## src/rtl/anton_neopixel_rx.sv

```systemverilog
// anton_neopixel_rx
// Decodes a WS2812-style single-wire stream. Each high pulse is measured on
// the synchronised line; long pulses decode as '1' and short ones as '0'.
// Every 24 bits make one pixel word, and a long low gap latches the frame.
// After pixel 0 of a frame, the synchronised line is forwarded on neo_out.
// This matches how the next device in a WS2812 chain sees the stream.
//
// Ports:
//   clk, rst     clock and asynchronous active-high reset
//   enable       0 holds the receiver in SYNC_GAP and suppresses all pulses
//   neo_in       asynchronous serial data line
//   pixel_data   last completed pixel; first received bit in [23]
//   pixel_valid  1-clk pulse, pixel_data/pixel_index valid
//   pixel_index  pixel position of pixel_data within the current frame
//   frame_done   1-clk pulse on a latch gap after at least one received bit
//   err_glitch   1-clk pulse, high pulse shorter than ZERO_MIN
//   err_long     1-clk pulse, high pulse longer than HIGH_MAX
//   err_partial  1-clk pulse, latch gap with 1..23 bits pending
//   neo_out      forwarded stream for the next device
module anton_neopixel_rx #(
  parameter int ZERO_MIN     = 1,
  parameter int ONE_MIN      = 4,
  parameter int HIGH_MAX     = 7,
  parameter int RESET_CYCLES = 64,
  parameter int INDEX_BITS   = 13
) (
  input  logic                  clk,
  input  logic                  rst,
  input  logic                  enable,
  input  logic                  neo_in,
  output logic [23:0]           pixel_data,
  output logic                  pixel_valid,
  output logic [INDEX_BITS-1:0] pixel_index,
  output logic                  frame_done,
  output logic                  err_glitch,
  output logic                  err_long,
  output logic                  err_partial,
  output logic                  neo_out
);

  localparam int LW = $clog2(RESET_CYCLES + 1);
  localparam int HW = $clog2(HIGH_MAX + 2);
  localparam logic [LW-1:0] LOW_END  = LW'(RESET_CYCLES);
  localparam logic [LW-1:0] LOW_ZERO = LW'(0);
  localparam logic [LW-1:0] LOW_ONE  = LW'(1);
  localparam logic [HW-1:0] H_MAX    = HW'(HIGH_MAX);
  localparam logic [HW-1:0] Z_MIN    = HW'(ZERO_MIN);
  localparam logic [HW-1:0] O_MIN    = HW'(ONE_MIN);
  localparam logic [HW-1:0] H_ONE    = HW'(1);
  localparam logic [INDEX_BITS-1:0] PIX_ZERO = INDEX_BITS'(0);

  typedef enum logic [1:0] {
    SYNC_GAP = 2'd0,
    IDLE     = 2'd1,
    HIGH     = 2'd2,
    LOW      = 2'd3
  } state_t;

  state_t                  state, state_n;
  logic                    sync1, s, s_d;
  logic [LW-1:0]           low_cnt, low_cnt_n;
  logic [HW-1:0]           high_cnt, high_cnt_n;
  logic [4:0]              bit_cnt, bit_cnt_n;
  logic [23:0]             shift, shift_n;
  logic [INDEX_BITS-1:0]   pix_cnt, pix_cnt_n, index_n;
  logic                    any_bit, any_bit_n;
  logic                    fwd, fwd_n;
  logic [23:0]             data_n;
  logic                    pv_n, fd_n, eg_n, el_n, ep_n;
  logic                    rising, falling, bit_val, latch, err;

  assign rising  = s & ~s_d;
  assign falling = ~s & s_d;

  // Next-state, counter and pulse computation.
  always_comb begin
    state_n    = state;
    low_cnt_n  = low_cnt;
    high_cnt_n = high_cnt;
    bit_cnt_n  = bit_cnt;
    shift_n    = shift;
    pix_cnt_n  = pix_cnt;
    index_n    = pixel_index;
    any_bit_n  = any_bit;
    fwd_n      = fwd;
    data_n     = pixel_data;
    pv_n       = 1'b0;
    fd_n       = 1'b0;
    eg_n       = 1'b0;
    el_n       = 1'b0;
    ep_n       = 1'b0;
    latch      = 1'b0;
    err        = 1'b0;
    bit_val    = (high_cnt >= O_MIN);
    if (!enable) begin
      state_n   = SYNC_GAP;
      low_cnt_n = LOW_ZERO;
      bit_cnt_n = 5'd0;
      pix_cnt_n = PIX_ZERO;
      any_bit_n = 1'b0;
      fwd_n     = 1'b0;
    end else begin
      case (state)
        SYNC_GAP: begin
          if (s) begin
            low_cnt_n = LOW_ZERO;
          end else if (low_cnt == LOW_END) begin
            latch = 1'b1;
          end else begin
            low_cnt_n = low_cnt + LOW_ONE;
          end
        end
        IDLE: begin
          if (rising) begin
            state_n    = HIGH;
            high_cnt_n = H_ONE;
          end else begin
            state_n = IDLE;
          end
        end
        HIGH: begin
          if (high_cnt > H_MAX) begin
            el_n = 1'b1;
            err  = 1'b1;
          end else if (falling) begin
            if (high_cnt < Z_MIN) begin
              eg_n = 1'b1;
              err  = 1'b1;
            end else begin
              shift_n   = {shift[22:0], bit_val};
              any_bit_n = 1'b1;
              low_cnt_n = LOW_ONE;
              state_n   = LOW;
              if (bit_cnt == 5'd23) begin
                data_n    = {shift[22:0], bit_val};
                pv_n      = 1'b1;
                index_n   = pix_cnt;
                pix_cnt_n = pix_cnt + INDEX_BITS'(1);
                bit_cnt_n = 5'd0;
                fwd_n     = 1'b1;
              end else begin
                bit_cnt_n = bit_cnt + 5'd1;
              end
            end
          end else begin
            // Bounded by the long-pulse check above, so this never overflows.
            high_cnt_n = high_cnt + H_ONE;
          end
        end
        LOW: begin
          if (rising) begin
            state_n    = HIGH;
            high_cnt_n = H_ONE;
          end else if (low_cnt == LOW_END) begin
            latch = 1'b1;
          end else begin
            low_cnt_n = low_cnt + LOW_ONE;
          end
        end
        default: begin
          state_n   = SYNC_GAP;
          low_cnt_n = LOW_ZERO;
        end
      endcase

      // A latch gap closes the frame; pending bits are dropped.
      if (latch) begin
        state_n   = IDLE;
        low_cnt_n = LOW_ZERO;
        fd_n      = any_bit;
        ep_n      = any_bit & (bit_cnt != 5'd0);
        any_bit_n = 1'b0;
        pix_cnt_n = PIX_ZERO;
        bit_cnt_n = 5'd0;
        fwd_n     = 1'b0;
      end else begin
        fd_n = 1'b0;
      end

      // Errors drop partial bits but keep the pixel count and any_bit, so the
      // next latch gap still reports the frame.
      if (err) begin
        state_n   = SYNC_GAP;
        low_cnt_n = LOW_ZERO;
        bit_cnt_n = 5'd0;
        fwd_n     = 1'b0;
      end else begin
        err = 1'b0;
      end
    end
  end

  // State, counters, synchroniser and registered outputs.
  always_ff @(posedge clk or posedge rst) begin
    if (rst) begin
      sync1       <= 1'b0;
      s           <= 1'b0;
      s_d         <= 1'b0;
      state       <= SYNC_GAP;
      low_cnt     <= LOW_ZERO;
      high_cnt    <= HW'(0);
      bit_cnt     <= 5'd0;
      shift       <= 24'd0;
      pix_cnt     <= PIX_ZERO;
      any_bit     <= 1'b0;
      fwd         <= 1'b0;
      pixel_data  <= 24'd0;
      pixel_valid <= 1'b0;
      pixel_index <= PIX_ZERO;
      frame_done  <= 1'b0;
      err_glitch  <= 1'b0;
      err_long    <= 1'b0;
      err_partial <= 1'b0;
      neo_out     <= 1'b0;
    end else begin
      sync1       <= neo_in;
      s           <= sync1;
      s_d         <= s;
      state       <= state_n;
      low_cnt     <= low_cnt_n;
      high_cnt    <= high_cnt_n;
      bit_cnt     <= bit_cnt_n;
      shift       <= shift_n;
      pix_cnt     <= pix_cnt_n;
      any_bit     <= any_bit_n;
      fwd         <= fwd_n;
      pixel_data  <= data_n;
      pixel_valid <= pv_n;
      pixel_index <= index_n;
      frame_done  <= fd_n;
      err_glitch  <= eg_n;
      err_long    <= el_n;
      err_partial <= ep_n;
      neo_out     <= fwd & s;
    end
  end

endmodule
```

## config.mk

```make
export PLATFORM = sky130hd
export DESIGN_NAME = anton_neopixel_rx
export DESIGN_NICKNAME = d
export VERILOG_FILES = /design/src/rtl/anton_neopixel_rx.sv
export SDC_FILE = /design/constraint.sdc
export NUM_CORES = 1
export LEC_CHECK = 0
export ABC_AREA = 1
export CORE_ASPECT_RATIO = 0.75
export CORE_MARGIN = 2
export CORE_UTILIZATION = 30
export CTS_BUF_LIST = sky130_fd_sc_hd__clkbuf_8 sky130_fd_sc_hd__clkbuf_16
export DETAILED_ROUTE_END_ITERATION = 8
export GPL_TIMING_DRIVEN = 0
export PLACE_DENSITY_LB_ADDON = 0.05
export REMOVE_ABC_BUFFERS = 1
export SLEW_MARGIN = 20
export SYNTH_ARGS = -nofsm -noshare
export SYNTH_HDL_FRONTEND = slang
export SYNTH_SLANG_ARGS = --single-unit
```

## constraint.sdc

```tcl
create_clock -name clk -period 4.2 [get_ports clk]
set_input_delay 0.63 -clock clk [delete_from_list [all_inputs] [get_ports clk]]
set_output_delay 0.63 -clock clk [all_outputs]
set_load 0.03 [all_outputs]
```

---- Yosys cells after proc, flatten, opt, wreduce, memory -nomap -nowiden ----
Index checks and enable logic that the tools add are counted.
word-level totals
  RAM bits ................................ 0
  memories ................................ 0
  memory bits (read-only) ................. 0
  bits in registers ....................... 102
  output and inout port bits .............. 43
  input bits .............................. 4
  bits in latches ......................... 0
operators by class
  shifts and indexed selects .............. 0
  $lt $le $gt $ge ......................... 3
  divide/modulo/power cells ............... 0
  reductions and logical operators ........ 13
  eq/ne operators ......................... 25
  bitwise logic cells ..................... 8
  mux-type cells .......................... 78
  add/sub/neg operators ................... 4
  multiply operators ...................... 0
operator list
  operator                                                                 number
  13-bit 2-to-1 mux                                                        7
  7-bit 2-to-1 mux                                                         9
  5-bit 2-to-1 mux                                                         8
  1-bit 2-to-1 mux                                                         39
  5-bit AND reduction                                                      6
  5-bit inequality test, second input constant                             5
  7-bit one-hot mux with 3 select lines                                    1
  2-bit 2-to-1 mux                                                         8
  13-bit by 1-bit adder with 13-bit output, second input constant          1
  4-bit 2-to-1 mux                                                         3
  4-bit by 1-bit inequality test with 1-bit output, second input constant  3
  6-bit by 1-bit inequality test with 1-bit output, second input constant  2
  3-bit by 1-bit inequality test with 1-bit output, second input constant  3
  4-bit by 2-bit inequality test with 1-bit output, second input constant  2
  4-bit one-hot mux with 2 select lines                                    1
  4-bit AND reduction                                                      2
  7-bit by 1-bit adder with 7-bit output, second input constant            1
  7-bit == test, second input constant                                     1
  3-bit by 2-bit inequality test with 1-bit output, second input constant  2
  2-bit one-hot mux with 3 select lines                                    1
  6-bit AND reduction                                                      1
  5-bit by 1-bit adder with 5-bit output, second input constant            1
  5-bit == test, second input constant                                     1
  5-bit nonzero test                                                       1
  14 further kinds                                                         22

---- Depth between registers and ports, before layout ----
Gate-level depths: netlist of the first run.
  word-level depth ........................ 9
  gate-level depth with buffers ........... 12
  depth with buffers taken out ............ 11

---- Worst setup path before layout of the first run ----
OpenSTA, ideal clock, no wires.
  kind .................................... input-to-reg
  from .................................... input port enable
  to ...................................... register low_cnt[0]
  buffers on the path ..................... 1
  setup time .............................. 0.117 ns
  data arrival time ....................... 1.649 ns
  stages .................................. 10
  data required time ...................... 4.083 ns
  slack ................................... 2.434 ns
  path through ............................ buf_4 inv_1 a21oi_1 nand2_1 nand2_2 nand4_2 nand2_2 inv_1 nand3_1 nand2_1
between the ends
  word-level cells in the longest chain between the ends .. 2
RTL lines
  what                                                                                                               line  text
  start, declared                                                                                                    29    input logic enable,
  6-bit by 1-bit inequality test with 1-bit output (no source line) / 5-bit inequality test (equally long branches)  -
  5-bit AND reduction (no source line)                                                                               -
  end signal, assigned                                                                                               220   low_cnt <= low_cnt_n;
  end, declared                                                                                                      61    logic [LW-1:0] low_cnt, low_cnt_n;
Parallel ways exist; a longest one is shown, timed or not.
A chain may end at the register's enable or synchronous reset.

---- Worst setup path after layout of the first run ----
Ends and elaborated chain as after synthesis.

==> results by group, run 1 <==
Synth
  – Mapped Cells: approximately 540
  – Simple-gate area share of the yosys netlist: 22.4%
  – Number of synthesized register bits: between 100 and 150
  – Area fraction in compound gates after synthesis: 10.9%
  – Main synth FF type: dfrtp_1
  – Synthesized area: about 0.0047 mm^2
  – Post-synthesis area per instance: 8.68 um^2
  – Mux cell area share after synthesis: 0%
  – Post-synth cell types: 33
  – Post-synth EDFFs: 0
  – Adder-cell area share of the yosys netlist: slightly below 3%
  – XOR/XNOR Fraction of Synth Area: approximately 1.7%
  – YS warnings: 0
  – Register area share after synthesis: between 50 and 60%
  – Largest family of logic cells by synthesized area: simple AND/OR/NAND/NOR gates
  – Share of flip-flops with an asynchronous set or reset: between 90% and 100%

Min path
  – WHS Path Cells: 0
  – Hold Crit Start: sync1
  – Worst min path class: flip-flop to flip-flop
  – Hold endpoint: s

STA
  – Setup_tns: 0 ns
  – Slew @ Worst Pin: 0.688 ns
  – Final Setup Violations: 0
  – Setup ws final: approximately 1.8 ns
  – Max Slew Vio Count: 0
  – Final Hold Fails: 0
  – Tmin final: roughly 2.4 ns
  – Clock Skew: ~0.0079 ns
  – Rel. slew slack: 54.1%
  – FMAX: roughly 0.42 GHz
  – RSZ-0062 raised after global routing: false
  – Fin crit share: between 50% and 60%

Worst setup path
  – Worst-path cell chain: clkdlybuf4s50_1, inv_1, a21oi_1, nand2_1, nand2_2, nand4_2, nand2_2, inv_1, nand3_1, nand2_1
  – WP data arrival: 2.62 ns
  – Critical path launch point: enable
  – Startpoint types: input pin
  – Worst R2R Start: state[0]
  – R2R setup slack: between 1.5 and 2 ns
  – Slowest CP cell: clkdlybuf4s50_1
  – Critical path type: input pin to flip-flop
  – Crit-path max cell delay: 0.73 ns
  – FF-to-FF End: pixel_data[11]
  – Worst Setup End Kind: flip-flop
  – Critical path data required time: ~4.4 ns
  – Crit path max fanout: 10
  – Worst R2R Path Depth: 9

GRT
  – Largest net degree at the start of global routing: 67
  – Overall Global Routing Usage: between 10% and 20%
  – Initial antenna violation count: 0
  – Global-route wire length before repair: about 17,000 um
  – Vias in the first global route: between 3,000 and 4,000
  – Grt ovf: 0

Detailed routing
  – Vias: about 3,500
  – First drt pass iteration count: 5
  – Vias per cell: 4.44
  – Drt wl/cell: around 12 um
  – Antenna-violating nets left: 0
  – DRC errors left: 0
  – DR iter-0 viols: between 150 and 200
  – Routed wire length: roughly 9600 um

Floorplanning
  – Die W: 149 um
  – Die ar.: about 0.017 mm^2
  – Initial core utilization: 30.8%
  – Core ar.: between 0.015 and 0.02 mm^2
  – I/O Pins: 47
  – Die Y: around 110 um
  – Row count: 39

Final layout
  – Ant diodes: 0
  – Leading cell types in the layout, fill and taps excluded: nand2_1, dfrtp_1, inv_1
  – Util after Layout: a little under two fifths
  – Layout net count: 600
  – Commonest non-fill, non-tap cell in the layout: nand2_1
  – Share of layout cells above drive strength 1: 8.14%
  – Layout area overhead: 19.6%
  – Final Cell Area: about 0.0056 mm^2

Placed design
  – DP HPWL: around 6800 um
  – Post-Place Worst Slack: roughly 1.4 ns
  – Placed Area: between 0.005 and 0.006 mm^2
  – Input/output buffers: 46
  – Placer Congestion: just under 0.8

Clocking
  – CTS Hold Bufs: 0
  – CTS max path bufs: 2
  – Cts repair resizes: 0
  – Number of H-tree levels: 3
  – Clock Latency Late Sink: 0.35 ns
  – CTS tree: yes
  – Clock slew at reported path FFs: 0.07 ns
  – TritonCTS Buffers: 9
  – Num Clock Sinks: approximately 100
  – Post-CTS setup buffer count: 0
  – Root Driver: clkbuf_16

Power and ir drop
  – Total power: around 2.3 mW
  – Worst IR Drop VDD: slightly below 200 uV
  – Leakage: 2.53 nW
  – Power Density: just over 400 mW/mm^2

Status
  – Status: complete, no violations

Flow run
  – Max-cap violation count: 0
sequential cells by signal (all words and copies together) (netlist names):
register,flops
state,2
bit_cnt,5
pix_cnt,13
any_bit,1
pixel_valid,1
err_glitch,1
pixel_index,13
s_d,1
err_partial,1
pixel_data,24
neo_out,1
s,1
shift,23
high_cnt,4
err_long,1
low_cnt,7
fwd,1
frame_done,1
sync1,1
power breakdown:
part / internal (mW) / total, mW / switching (mW) / leakage [nW]
Combinational: 0.147 / 0.451 / 0.304 / 0.992
Clock: 0.409 / 0.801 / 0.393 / 0.134
Sequential: 1.03 / 1.09 / 0.0556 / 1.41
Total: 1.59 / 2.34 / 0.752 / 2.53
how the worst max path moves through the flow:
stage                      to  slack, ns  cells after the start
6_report           low_cnt[0]       1.82                     10
5_1_grt        pixel_data[11]       1.55                      9
4_1_cts        pixel_index[9]       1.79                      9
3_5_place_dp   pixel_index[3]       1.42                      6
3_3_place_gp         state[1]      -0.96                      2
2_1_floorplan         any_bit       0.89                      1
kinds of logic after synthesis:
kind of cell / Yosys count
buffers and inverters: 87
AND/OR/NAND/NOR: 243
adder cells (fa/ha/maj): 11
AO/OA/AOI/OAI: 91
flip-flops: 102
XOR/XNOR: 9
worst max-delay path, delay by kind of cell:
kind	cells	cell delay, ns
compound gates	1	0.14
buf+inv	3	1.03
simple gates	6	0.83
Yosys cell counts, types with 9 or more instances:
master / number / area share [%]
a21oi_1: 12 / 1.3
dfrtp_1: 102 / 54
ha_1: 11 / 2.9
inv_1: 68 / 5.4
nand2_1: 137 / 11
nand2_2: 9 / 1.2
nand3_1: 24 / 2.5
nand4_1: 10 / 1.3
nor2_1: 44 / 3.5
nor3_1: 11 / 1.2
o21ai_0: 35 / 3.7
o21ai_1: 26 / 2.8
o21ai_2: 10 / 1.9
routing by layer:
layer,GRT usage (%),share of wire (%)
met2,17.3,39
met3,3.82,4.1
met5,0,0
met1,19.0,55
met4,4.19,1.3
final cells by class:
cell class	instances	area [um^2]
Fill cell	1591	9680
Timing Repair Buffer	47	488
Tap cell	205	256
Inverter	71	274
Multi-Input combinational cell	354	1790
Clock inverter	7	53.8
Sequential cell	102	2550
Clock buffer	9	225
metrics by stage:
stage | hold slack, ns | instances
5_1_grt | 0.367 | 795
3_5_place_dp | 0.336 | 779
4_1_cts | 0.351 | 795
6_report | 0.350 | 795
3_3_place_gp | 0.334 | 778
2_1_floorplan | 0.331 | 527
Note: power is estimated with default switching activity, not from simulation.
==> run 2: changes to the inputs <==
- clock period: 4.2 -> 2.5 ns (I/O delays scaled with it)
==> results by group, run 2 (synthesis gave the netlist of run 1 again) <==
Final layout
  – Ant diodes: 0 (unchanged)
  – Multi-input logic area: 0.00179 mm^2 (+0.14%)
  – Largest registers: pixel_data: 24 flops, shift: 23 flops
  – Util after Layout: 36.8% (about the same)
  – Leading cell types in the layout, fill and taps excluded: nand2_1, dfrtp_1, inv_1
  – Storage cell area: 0.00255 mm^2 (unchanged)
  – Largest Register: pixel_data
  – Layout net count: 600 (unchanged)
  – Share of layout cells above drive strength 1: 8.31% (+0.17 points)
  – Layout area overhead: 19.7% (about the same)
  – Commonest non-fill, non-tap cell in the layout: nand2_1
  – Fillers: 1,590 (-0.063%)
  – Cell Count, Final, Fillers Out: 795 (unchanged)
  – Max FFs per register: 24 (unchanged)

Detailed routing
  – Antenna-violating nets left: 0 (unchanged)
  – Routed wire length: 9620 um (about the same)
  – Drt wl/cell: 12.1 um (about the same)
  – Vias: 3,526 (-0.14%)
  – DR iter-0 viols: 202 (+3.1%)
  – DRC errors left: 0 (unchanged)
  – Vias per cell: 4.44 (-0.14%)
  – First drt pass iteration count: 6 (+1)

Floorplanning
  – Die ar.: 0.0167 mm^2 (unchanged)
  – Row count: 39 (unchanged)
  – Core ar.: 0.0153 mm^2 (unchanged)
  – Die W: 149 um (unchanged)
  – Initial core utilization: 30.8% (unchanged)
  – I/O Pins: 47 (unchanged)
  – Die Y: 113 um (unchanged)

Clocking
  – TritonCTS Buffers: 9 (unchanged)
  – Clock Latency Late Sink: 0.35 ns (about the same)
  – Root Driver: clkbuf_16
  – Post-CTS setup buffer count: 0 (unchanged)
  – Num Clock Sinks: 102 (unchanged)
  – CTS Hold Bufs: 0 (unchanged)
  – Clock slew at reported path FFs: 0.07 ns (about the same)
  – CTS max path bufs: 2 (unchanged)
  – CTS tree: yes
  – Number of H-tree levels: 3 (unchanged)

Worst setup path
  – R2R setup slack: 0.29 ns (-1.55 ns)
  – Startpoint types: flip-flop
  – Slowest CP cell: dfrtp_1
  – Worst R2R Start: high_cnt[0]
  – Worst-path cell chain: inv_1, ha_1, a21oi_2, nand3_2, inv_2, nand2_4, nor2_8, inv_6, nand2_1, o21ai_1
  – Critical path data required time: 2.73 ns (-1.71 ns)
  – Crit-path max cell delay: 0.37 ns (-0.36 ns)
  – Worst R2R Path Depth: 10 (+1)
  – Critical path type: flip-flop to flip-flop
  – WP data arrival: 2.44 ns (-0.18 ns)
  – Crit path max fanout: 66 (+56)
  – FF-to-FF End: pixel_data[11]
  – Worst Setup End Kind: flip-flop

STA
  – Rel. slew slack: 66.3% (+12 points)
  – Fin crit share: 88.5%
  – Final Setup Violations: 0 (unchanged)
  – FMAX: 0.452 GHz
  – Fin Hold WS: 0.350 ns (unchanged)
  – RSZ-0062 raised after global routing: false
  – Max Slew Vio Count: 0 (unchanged)
  – Slew @ Worst Pin: 0.505 ns (-0.183 ns)
  – Final Hold Fails: 0 (unchanged)
  – Tmin final: 2.21 ns
  – Clock Skew: 0.00790 ns (-0.0000157 ns)

Placed design
  – Input/output buffers: 46 (unchanged)
  – DP HPWL: 6770 um (unchanged)
  – Placed cells: 779 (unchanged)
  – Placer Congestion: 0.785 (unchanged)

GRT
  – Met1 usage: 19.0% (unchanged)
  – Met3 Use GR: 3.82% (unchanged)
  – GR Util met2: 17.3% (unchanged)
  – Largest net degree at the start of global routing: 67 (unchanged)
  – Vias in the first global route: 3,315 (unchanged)
  – Grt ovf: 0 (unchanged)
  – GRT Max-Usage Layer: met1
  – Overall Global Routing Usage: 12.7% (unchanged)
  – Initial antenna violation count: 0 (unchanged)
  – Global-route wire length before repair: 16,700 um (unchanged)

Power and ir drop
  – Total power: 3.93 mW (+68%)
  – Worst IR Drop VDD: 333 uV (+68%)
  – Leakage: 2.53 nW (about the same)
  – Power Density: 697 mW/mm^2 (+68%)

Min path
  – WHS Path Cells: 0 (unchanged)
  – Hold endpoint: s
  – Worst min path class: flip-flop to flip-flop
  – Hold Crit Start: sync1

Status
  – Status: complete, no violations

Flow run
  – Max-cap violation count: 0 (unchanged)
[run 2: cell types whose count changed in the layout (fill, tap and decap cells not counted)]
cell and change:
ha_1 -1, ha_2 +1, inv_4 -1, inv_6 +1
[run 2: cell type report]
cell class	count	area share [%]
inverters	71	4.90
repair buffers	47	8.65
clock inverters	7	0.953
clock buffers	9	3.99
well taps	205	4.55
flip-flops and latches	102	45.2
multi-input cells	354	31.7
[run 2: worst max-delay path by stage]
stage | start | to | slack, ns
floorplan | rst | any_bit | -0.55
detailed placement | enable | pixel_index[3] | -0.02
global placement | rst | state[1] | -2.40
CTS | state[0] | pixel_index[9] | 0.09
finish | high_cnt[0] | pixel_data[11] | 0.29
global route | high_cnt[0] | pixel_data[11] | 0.03
[run 2: where the power goes]
group	total (mW)	leakage, nW	internal [mW]	switching, mW
Sequential	1.83	1.41	1.74	0.0941
Clock	1.34	0.134	0.686	0.657
Combinational	0.759	0.991	0.249	0.510
[run 2: critical path: cells and delay by family (launching register included)]
kind	cells	cell delay, ns
compound gates	2	0.25
fa+ha+maj	1	0.22
buf+inv	3	0.40
flops	1	0.37
simple gates	4	0.81
[run 2: per-stage QoR]
stage,setup TNS (ns),area (um^2),worst slack [ns]
after detailed placement,-0.0782,5360,-0.0202
after CTS,0,5640,0.0938
final,0,5640,0.286
after global routing,0,5640,0.0324
after global placement,-258.66,5320,-2.40
after floorplan,-56.15,4610,-0.550
[run 2: metal layers]
layer | vias up | wire length [um]
met4 | 0 | 127
met3 | 9 | 362
met2 | 48 | 3790
met1 | 1651 | 5340
met5 | - | 0
li1 | 1818 | -
[run 2: timing repair]
item                                   in CTS  in global routing
setup endpoints to repair                   0                 36
endpoints found under the hold margin       0                  0
gates resized for setup                     0                  2
